### src/rtl/piece_pkg.sv
// Shared types and constants for the piece queue: piece encoding and queue FSM states.
package piece_pkg;
  typedef logic [2:0] piece_t;

  localparam piece_t PIECE_EMPTY = 3'd7;
  localparam int     NUM_PIECES  = 7;

  typedef enum logic {
    ST_PRIME,
    ST_PLAY
  } queue_state_e;

  function automatic logic is_piece(piece_t p);
    return p != PIECE_EMPTY;
  endfunction
endpackage

### src/rtl/piece_queue_if.sv
// Generator/game-logic facing signals of the piece queue, grouped with driver and queue views.
interface piece_queue_if #(
  parameter int DEPTH = 4
);
  import piece_pkg::*;

  localparam int CNT_W = $clog2(DEPTH + 1);

  logic             in_valid;
  piece_t           in_piece;
  logic             in_ready;
  logic             next_req;
  logic             hold_req;
  piece_t           cur_piece;
  logic             cur_valid;
  piece_t           hold_piece;
  logic             hold_used;
  piece_t           preview0;
  piece_t           preview1;
  piece_t           preview2;
  logic [CNT_W-1:0] count;
  logic             req_err;

  modport master (
    output in_valid, in_piece, next_req, hold_req,
    input  in_ready, cur_piece, cur_valid, hold_piece, hold_used,
           preview0, preview1, preview2, count, req_err
  );

  modport slave (
    input  in_valid, in_piece, next_req, hold_req,
    output in_ready, cur_piece, cur_valid, hold_piece, hold_used,
           preview0, preview1, preview2, count, req_err
  );
endinterface

### src/rtl/piece_fifo.sv
// Circular piece buffer with head/tail pointers, occupancy count and a three-entry peek window.
module piece_fifo
  import piece_pkg::*;
#(
  parameter  int DEPTH = 4,
  localparam int CNT_W = $clog2(DEPTH + 1)
) (
  input  logic             clk,
  input  logic             reset,
  input  logic             push_i,
  input  piece_t           push_data_i,
  input  logic             pop_i,
  output piece_t           peek0_o,
  output piece_t           peek1_o,
  output piece_t           peek2_o,
  output logic [CNT_W-1:0] count_o
);
  localparam int               PTR_W = $clog2(DEPTH);
  localparam logic [CNT_W-1:0] FULL  = CNT_W'(DEPTH);

  function automatic logic [PTR_W-1:0] ptr_add(logic [PTR_W-1:0] p, int k);
    int s;
    s = int'(p) + k;
    if (s >= DEPTH) s = s - DEPTH;
    return PTR_W'(s);
  endfunction

  piece_t           mem_q [DEPTH];
  logic [PTR_W-1:0] head_q, head_d;
  logic [PTR_W-1:0] tail_q, tail_d;
  logic [CNT_W-1:0] count_q, count_d;
  logic             push_ok, pop_ok;
  piece_t           peek [3];

  // Guard against over/underflow even if the caller misbehaves.
  assign push_ok = push_i && (count_q < FULL);
  assign pop_ok  = pop_i && (count_q != '0);

  always_comb begin
    head_d  = head_q;
    tail_d  = tail_q;
    count_d = count_q;
    if (push_ok) tail_d = ptr_add(tail_q, 1);
    if (pop_ok)  head_d = ptr_add(head_q, 1);
    case ({push_ok, pop_ok})
      2'b10:   count_d = count_q + 1'b1;
      2'b01:   count_d = count_q - 1'b1;
      default: count_d = count_q;
    endcase
  end

  always_comb begin
    for (int k = 0; k < 3; k++) begin
      peek[k] = PIECE_EMPTY;
      if (int'(count_q) > k) peek[k] = mem_q[ptr_add(head_q, k)];
    end
  end

  always_ff @(posedge clk or posedge reset) begin
    if (reset) begin
      head_q  <= '0;
      tail_q  <= '0;
      count_q <= '0;
      for (int i = 0; i < DEPTH; i++) mem_q[i] <= PIECE_EMPTY;
    end else begin
      head_q  <= head_d;
      tail_q  <= tail_d;
      count_q <= count_d;
      if (push_ok) mem_q[tail_q] <= push_data_i;
    end
  end

  assign peek0_o = peek[0];
  assign peek1_o = peek[1];
  assign peek2_o = peek[2];
  assign count_o = count_q;
endmodule

### src/rtl/piece_queue.sv
// Piece queue: buffers generator output, primes the first piece, serves next/hold requests.
// state | meaning
// PRIME | filling the buffer; requests ignored until it is full, then first piece auto-popped
// PLAY  | current piece valid; next_req pops, hold_req parks or swaps the current piece
module piece_queue
  import piece_pkg::*;
#(
  parameter int DEPTH = 4
) (
  input logic           clk,
  input logic           reset,
  piece_queue_if.slave  bus
);
  localparam int               CNT_W = $clog2(DEPTH + 1);
  localparam logic [CNT_W-1:0] FULL  = CNT_W'(DEPTH);

  queue_state_e     state_q, state_d;
  piece_t           cur_q, cur_d;
  logic             cur_valid_q, cur_valid_d;
  piece_t           hold_q, hold_d;
  logic             hold_used_q, hold_used_d;
  logic             err_q, err_d;
  logic             push, pop, in_ready;
  logic [CNT_W-1:0] fifo_count;
  piece_t           peek0, peek1, peek2;

  assign in_ready = fifo_count < FULL;
  assign push     = bus.in_valid && in_ready && is_piece(bus.in_piece);

  piece_fifo #(.DEPTH(DEPTH)) u_fifo (
    .clk         (clk),
    .reset       (reset),
    .push_i      (push),
    .push_data_i (bus.in_piece),
    .pop_i       (pop),
    .peek0_o     (peek0),
    .peek1_o     (peek1),
    .peek2_o     (peek2),
    .count_o     (fifo_count)
  );

  always_comb begin
    state_d     = state_q;
    cur_d       = cur_q;
    cur_valid_d = cur_valid_q;
    hold_d      = hold_q;
    hold_used_d = hold_used_q;
    err_d       = 1'b0;
    pop         = 1'b0;
    unique case (state_q)
      ST_PRIME: begin
        if (fifo_count == FULL) begin
          pop         = 1'b1;
          cur_d       = peek0;
          cur_valid_d = 1'b1;
          state_d     = ST_PLAY;
        end
      end
      ST_PLAY: begin
        if (bus.next_req) begin
          if (fifo_count != '0) begin
            pop         = 1'b1;
            cur_d       = peek0;
            hold_used_d = 1'b0;
          end else begin
            err_d = 1'b1;
          end
        end else if (bus.hold_req && !hold_used_q) begin
          // An empty hold slot consumes a queued piece; an occupied one only swaps.
          if (hold_q == PIECE_EMPTY) begin
            if (fifo_count != '0) begin
              pop         = 1'b1;
              hold_d      = cur_q;
              cur_d       = peek0;
              hold_used_d = 1'b1;
            end else begin
              err_d = 1'b1;
            end
          end else begin
            cur_d       = hold_q;
            hold_d      = cur_q;
            hold_used_d = 1'b1;
          end
        end
      end
    endcase
  end

  always_ff @(posedge clk or posedge reset) begin
    if (reset) begin
      state_q     <= ST_PRIME;
      cur_q       <= PIECE_EMPTY;
      cur_valid_q <= 1'b0;
      hold_q      <= PIECE_EMPTY;
      hold_used_q <= 1'b0;
      err_q       <= 1'b0;
    end else begin
      state_q     <= state_d;
      cur_q       <= cur_d;
      cur_valid_q <= cur_valid_d;
      hold_q      <= hold_d;
      hold_used_q <= hold_used_d;
      err_q       <= err_d;
    end
  end

  assign bus.in_ready   = in_ready;
  assign bus.cur_piece  = cur_q;
  assign bus.cur_valid  = cur_valid_q;
  assign bus.hold_piece = hold_q;
  assign bus.hold_used  = hold_used_q;
  assign bus.preview0   = peek0;
  assign bus.preview1   = peek1;
  assign bus.preview2   = peek2;
  assign bus.count      = fifo_count;
  assign bus.req_err    = err_q;
endmodule

### src/flat_wrapper.sv
// flat-port wrapper written by rule: the top's interface ports become plain ports
module piece_queue_flat import piece_pkg::*;
#(
  parameter int DEPTH = 4
)
  (clk, reset, bus_in_valid, bus_in_piece, bus_next_req, bus_hold_req, bus_in_ready, bus_cur_piece, bus_cur_valid, bus_hold_piece, bus_hold_used, bus_preview0, bus_preview1, bus_preview2, bus_count, bus_req_err);
  piece_queue_if #(.DEPTH(DEPTH)) bus_i ();
  input logic clk;
  input logic reset;
  input wire logic [$bits(bus_i.in_valid)-1:0] bus_in_valid;
  input wire logic [$bits(bus_i.in_piece)-1:0] bus_in_piece;
  input wire logic [$bits(bus_i.next_req)-1:0] bus_next_req;
  input wire logic [$bits(bus_i.hold_req)-1:0] bus_hold_req;
  output wire logic [$bits(bus_i.in_ready)-1:0] bus_in_ready;
  output wire logic [$bits(bus_i.cur_piece)-1:0] bus_cur_piece;
  output wire logic [$bits(bus_i.cur_valid)-1:0] bus_cur_valid;
  output wire logic [$bits(bus_i.hold_piece)-1:0] bus_hold_piece;
  output wire logic [$bits(bus_i.hold_used)-1:0] bus_hold_used;
  output wire logic [$bits(bus_i.preview0)-1:0] bus_preview0;
  output wire logic [$bits(bus_i.preview1)-1:0] bus_preview1;
  output wire logic [$bits(bus_i.preview2)-1:0] bus_preview2;
  output wire logic [$bits(bus_i.count)-1:0] bus_count;
  output wire logic [$bits(bus_i.req_err)-1:0] bus_req_err;
  assign bus_i.in_valid = bus_in_valid;
  assign bus_i.in_piece = bus_in_piece;
  assign bus_i.next_req = bus_next_req;
  assign bus_i.hold_req = bus_hold_req;
  assign bus_in_ready = bus_i.in_ready;
  assign bus_cur_piece = bus_i.cur_piece;
  assign bus_cur_valid = bus_i.cur_valid;
  assign bus_hold_piece = bus_i.hold_piece;
  assign bus_hold_used = bus_i.hold_used;
  assign bus_preview0 = bus_i.preview0;
  assign bus_preview1 = bus_i.preview1;
  assign bus_preview2 = bus_i.preview2;
  assign bus_count = bus_i.count;
  assign bus_req_err = bus_i.req_err;
  piece_queue #(.DEPTH(DEPTH)) u_core (.clk(clk), .reset(reset), .bus(bus_i));
endmodule
### config.mk
export PLATFORM = sky130hd
export DESIGN_NAME = piece_queue_flat
export DESIGN_NICKNAME = d
export VERILOG_FILES = /design/src/rtl/piece_pkg.sv /design/src/rtl/piece_queue_if.sv /design/src/rtl/piece_fifo.sv /design/src/rtl/piece_queue.sv /design/src/flat_wrapper.sv
export SDC_FILE = /design/constraint.sdc
export NUM_CORES = 1
export LEC_CHECK = 0
export CORE_ASPECT_RATIO = 0.6
export CORE_MARGIN = 2
export CORE_UTILIZATION = 45
export DETAILED_ROUTE_END_ITERATION = 16
export PLACE_DENSITY_LB_ADDON = 0.05
export SYNTH_ARGS = -nofsm -noshare
export SYNTH_HDL_FRONTEND = slang
export SYNTH_HIERARCHICAL = 1
export SYNTH_SLANG_ARGS = --single-unit
### constraint.sdc
create_clock -name clk -period 5.7 [get_ports clk]
set_input_delay 1.14 -clock clk [delete_from_list [all_inputs] [get_ports clk]]
set_output_delay 1.14 -clock clk [all_outputs]
set_load 0.02 [all_outputs]
==> flow_metrics.tcl <==
set metrics [dict create \
    fin_tns_setup_ns 0 \
    avgSynthCellArea_sq_um 11.8 \
    layout_min_cycle_time_ns 3.47 \
    htree_num_levels 2 \
    async_reset_ff_share_pct 100 \
    cts_tree "yes" \
    grt_overflow 0 \
    synth_top_family_by_area "multiplexers" \
    arrival_ns 2.33 \
    final_util_pct 58.4 \
    grt_util_met2_pct 26.8 \
    status "finished, final reports clean" \
    via_per_inst 5.29 \
    worstPathCellList "mux4_1 -> or2_2 -> clkdlybuf4s50_1" \
    fp-row-count 17 \
    hold_viol 0 \
    hold_ws_ns 0.485 \
    synth_top_area_share_pct 27.0 \
    synthXorXnorAreaFrac_pct 3.00 \
    critPathCaptureType "output pin" \
    design_area_sq_um 2160 \
    fmax_mhz 288 \
    die_width_um 84.6 \
    insertedDiodeCount 0 \
    synth_top_area_cell "dfstp_2" \
    ios 30 \
    seq_area_frac_synth_pct 42.7 \
    top_usage_layer "met1" \
    cp-start-kind "flip-flop" \
    use_met3_pct 7.40 \
    place_congestion 0.777 \
    core-area_sq_um 3700 \
    dp_hpwl_um 2900 \
    synth.area.mux_share_pct 24.0 \
    cts_buffer_depth 2 \
    layout_setup_ws_ns 2.23 \
    final_nets 196 \
    synth_seq_cells 29 \
    post_cts_resized 0 \
    worstPathMaxFanout 11 \
    power.density_nw_per_um2 707 \
    setup_viol 0 \
    start_util_pct 47.4 \
    grt_util_met1_pct 28.2 \
    drv_cap 0 \
    yosys.area_share.simple_pct 12.8 \
    crit_required_ns 4.56 \
    ir_drop_v 0.000395 \
    relSlewSlack_pct 52.5 \
    die_h_um 52.4 \
    yosys_warnings 6 \
    dr.first_iter.drc_count 58 \
    crit_type "reg2out" \
    synthFlopType "dfstp_2" \
    finalCritPeriodShare_pct 60.9 \
    routed-via-count 1207 \
    synth.distinct_cells 41 \
    cts_buffers 5 \
    clk_latency_ns 0.28 \
    dpl-instance-area_sq_um 2060 \
    cts_hold_buf 0 \
    die-area_sq_um 4430 \
    p_leak_nw 0.913 \
    cts.sinks 29 \
    io_buffers 29 \
    grt_pass1_vias 1223 \
    slowest_delay_ns 0.65 \
    fill_cells 302 \
    synth_cells 149 \
    syn_area_sq_um 1750 \
    cpMaxStageDelayCell "dfrtp_1" \
    areaGrowthSynthToFinish_pct 23.2 \
    rsz0062_at_grt "no" \
    place_ws_ns 2.32 \
    drc 0 \
    drive_gt1_share_pct 30.9 \
    yosys-top-cells-area "dfstp_2, dfrtp_1, mux2_2" \
    synth-compound-area-share_pct 7.63 \
    hold_path.class "reg2reg" \
    drv_slew 0 \
    first_pass_iters 4 \
    post-cts-setup-buffers 0 \
    syn_nets 165 \
    tightest_slew_ns 0.712 \
    grt_max_degree 20 \
    synth_fa_ha_area_share_pct 5.71 \
    wl_um 3750 \
    wl_per_cell_um 16.4 \
    grt_pass1_wl_um 6270 \
    ctsRootBufferMaster "clkbuf_8" \
    synth_edf_count 0 \
    ant_nets 0 \
    finalClockSkew_ns 0.00411 \
    antenna_found_initial 0 \
    clkTransAtPathRegs_ns 0.06 \
    grt.total_usage_pct 19.3 \
]
==> cell type report <==
type / count / area, sq um / share of cell area, %
clock buffers: 7 / 96.3 / 4.46
well taps: 47 / 58.8 / 2.72
multi-input cells: 107 / 932 / 43.1
repair buffers: 29 / 290 / 13.4
flip-flops and latches: 29 / 748 / 34.6
inverters: 8 / 30.0 / 1.39
clock inverters: 1 / 5.00 / 0.232
==> worst max-delay path, delay by kind of cell (launching register included) <==
family                 cells  cell delay (ns)
and+or+nand+nor            1             0.28
muxes                      1             0.59
buffers and inverters      1             0.54
DFF                        1             0.65
==> cells by family (layout without fill, tap and decap cells) <==
kind of cell / Yosys count / after routing
buffers and inverters: 13 / 45
adder cells (fa/ha/maj): 8 / 8
AO/OA/AOI/OAI: 18 / 18
flip-flops: 29 / 29
AND/OR/NAND/NOR: 40 / 40
XOR/XNOR: 6 / 6
multiplexers: 35 / 35
==> metrics by stage <==
step	total power [W]	instances
after detailed placement	0.00135	220
after floorplan	0.00103	149
final	0.00153	228
after global placement	0.00133	220
after global routing	0.00164	228
after CTS	0.00154	228
==> placed cells by master (no fill, tap or decap), types with 2 or more instances in the layout <==
cell,count
o21ai_0,3
a21oi_1,3
nand2_1,14
ha_1,8
nand3_1,3
or3_1,2
dfstp_2,18
clkdlybuf4s50_1,29
a21o_1,2
dfrtp_1,11
nand2b_1,3
a2bb2oi_2,2
mux4_2,2
nor2_1,4
o21ai_1,2
inv_1,7
mux2i_1,9
mux2_2,18
xor2_1,2
xnor2_1,4
o221ai_1,2
or2_1,3
mux2_1,5
clkbuf_8,7
==> power by group <==
part           internal (W)  leakage [nW]  total, W  switching [W]
clock              0.000109        0.0542  0.000184      0.0000755
combinational      0.000449         0.540  0.000846       0.000398
sequential         0.000353         0.318  0.000496       0.000144
==> routing by layer <==
metal,part of all wire [%],wire (um),vias to the layer above
li1,-,-,592
met1,54,2010,593
met2,42,1580,20
met3,3.8,143,2
met4,0.37,14,0
met5,0,0,-
==> flip-flops by register name, indices dropped and copies added (netlist names) <==
name                   cells
u_core/bus.cur_piece       3
u_core/bus.cur_valid       1
u_core/bus.hold_piece      3
u_core/bus.hold_used       1
u_core/bus.req_err         1
u_core/state_q             1
u_core/u_fifo/count_o      3
u_core/u_fifo/head_q       2
u_core/u_fifo/mem_q       12
u_core/u_fifo/tail_q       2
==> path summary, 6_finish.rpt <==
check                                                          start                                    to  slack [ns]  cells past startpoint
max in group asynchronous                                      reset  u_core/u_fifo/count_o[2]$_DFFE_PP0P_        3.94                      2
worst max-delay path             u_core/u_fifo/head_q[0]$_DFFE_PP0P_                       bus_preview1[2]        2.23                      3
worst min register to register      u_core/bus.cur_valid$_DFFE_PP0P_      u_core/bus.cur_valid$_DFFE_PP0P_        0.49                      1
min in group asynchronous                                      reset          u_core/bus.req_err$_DFF_PP0_        1.18                      2
worst min-delay path                u_core/bus.cur_valid$_DFFE_PP0P_      u_core/bus.cur_valid$_DFFE_PP0P_        0.49                      1
worst max register to register  u_core/u_fifo/count_o[2]$_DFFE_PP0P_  u_core/u_fifo/count_o[2]$_DFFE_PP0P_        3.55                      8
==> cells in the mapped netlist (4+ instances only) <==
cell type	number
dfrtp_1	11
dfstp_2	18
ha_1	8
inv_1	7
mux2_1	5
mux2_2	18
mux2i_1	9
nand2_1	14
nor2_1	4
xnor2_1	4
No activity file was read; power rests on OpenSTA's default activity.
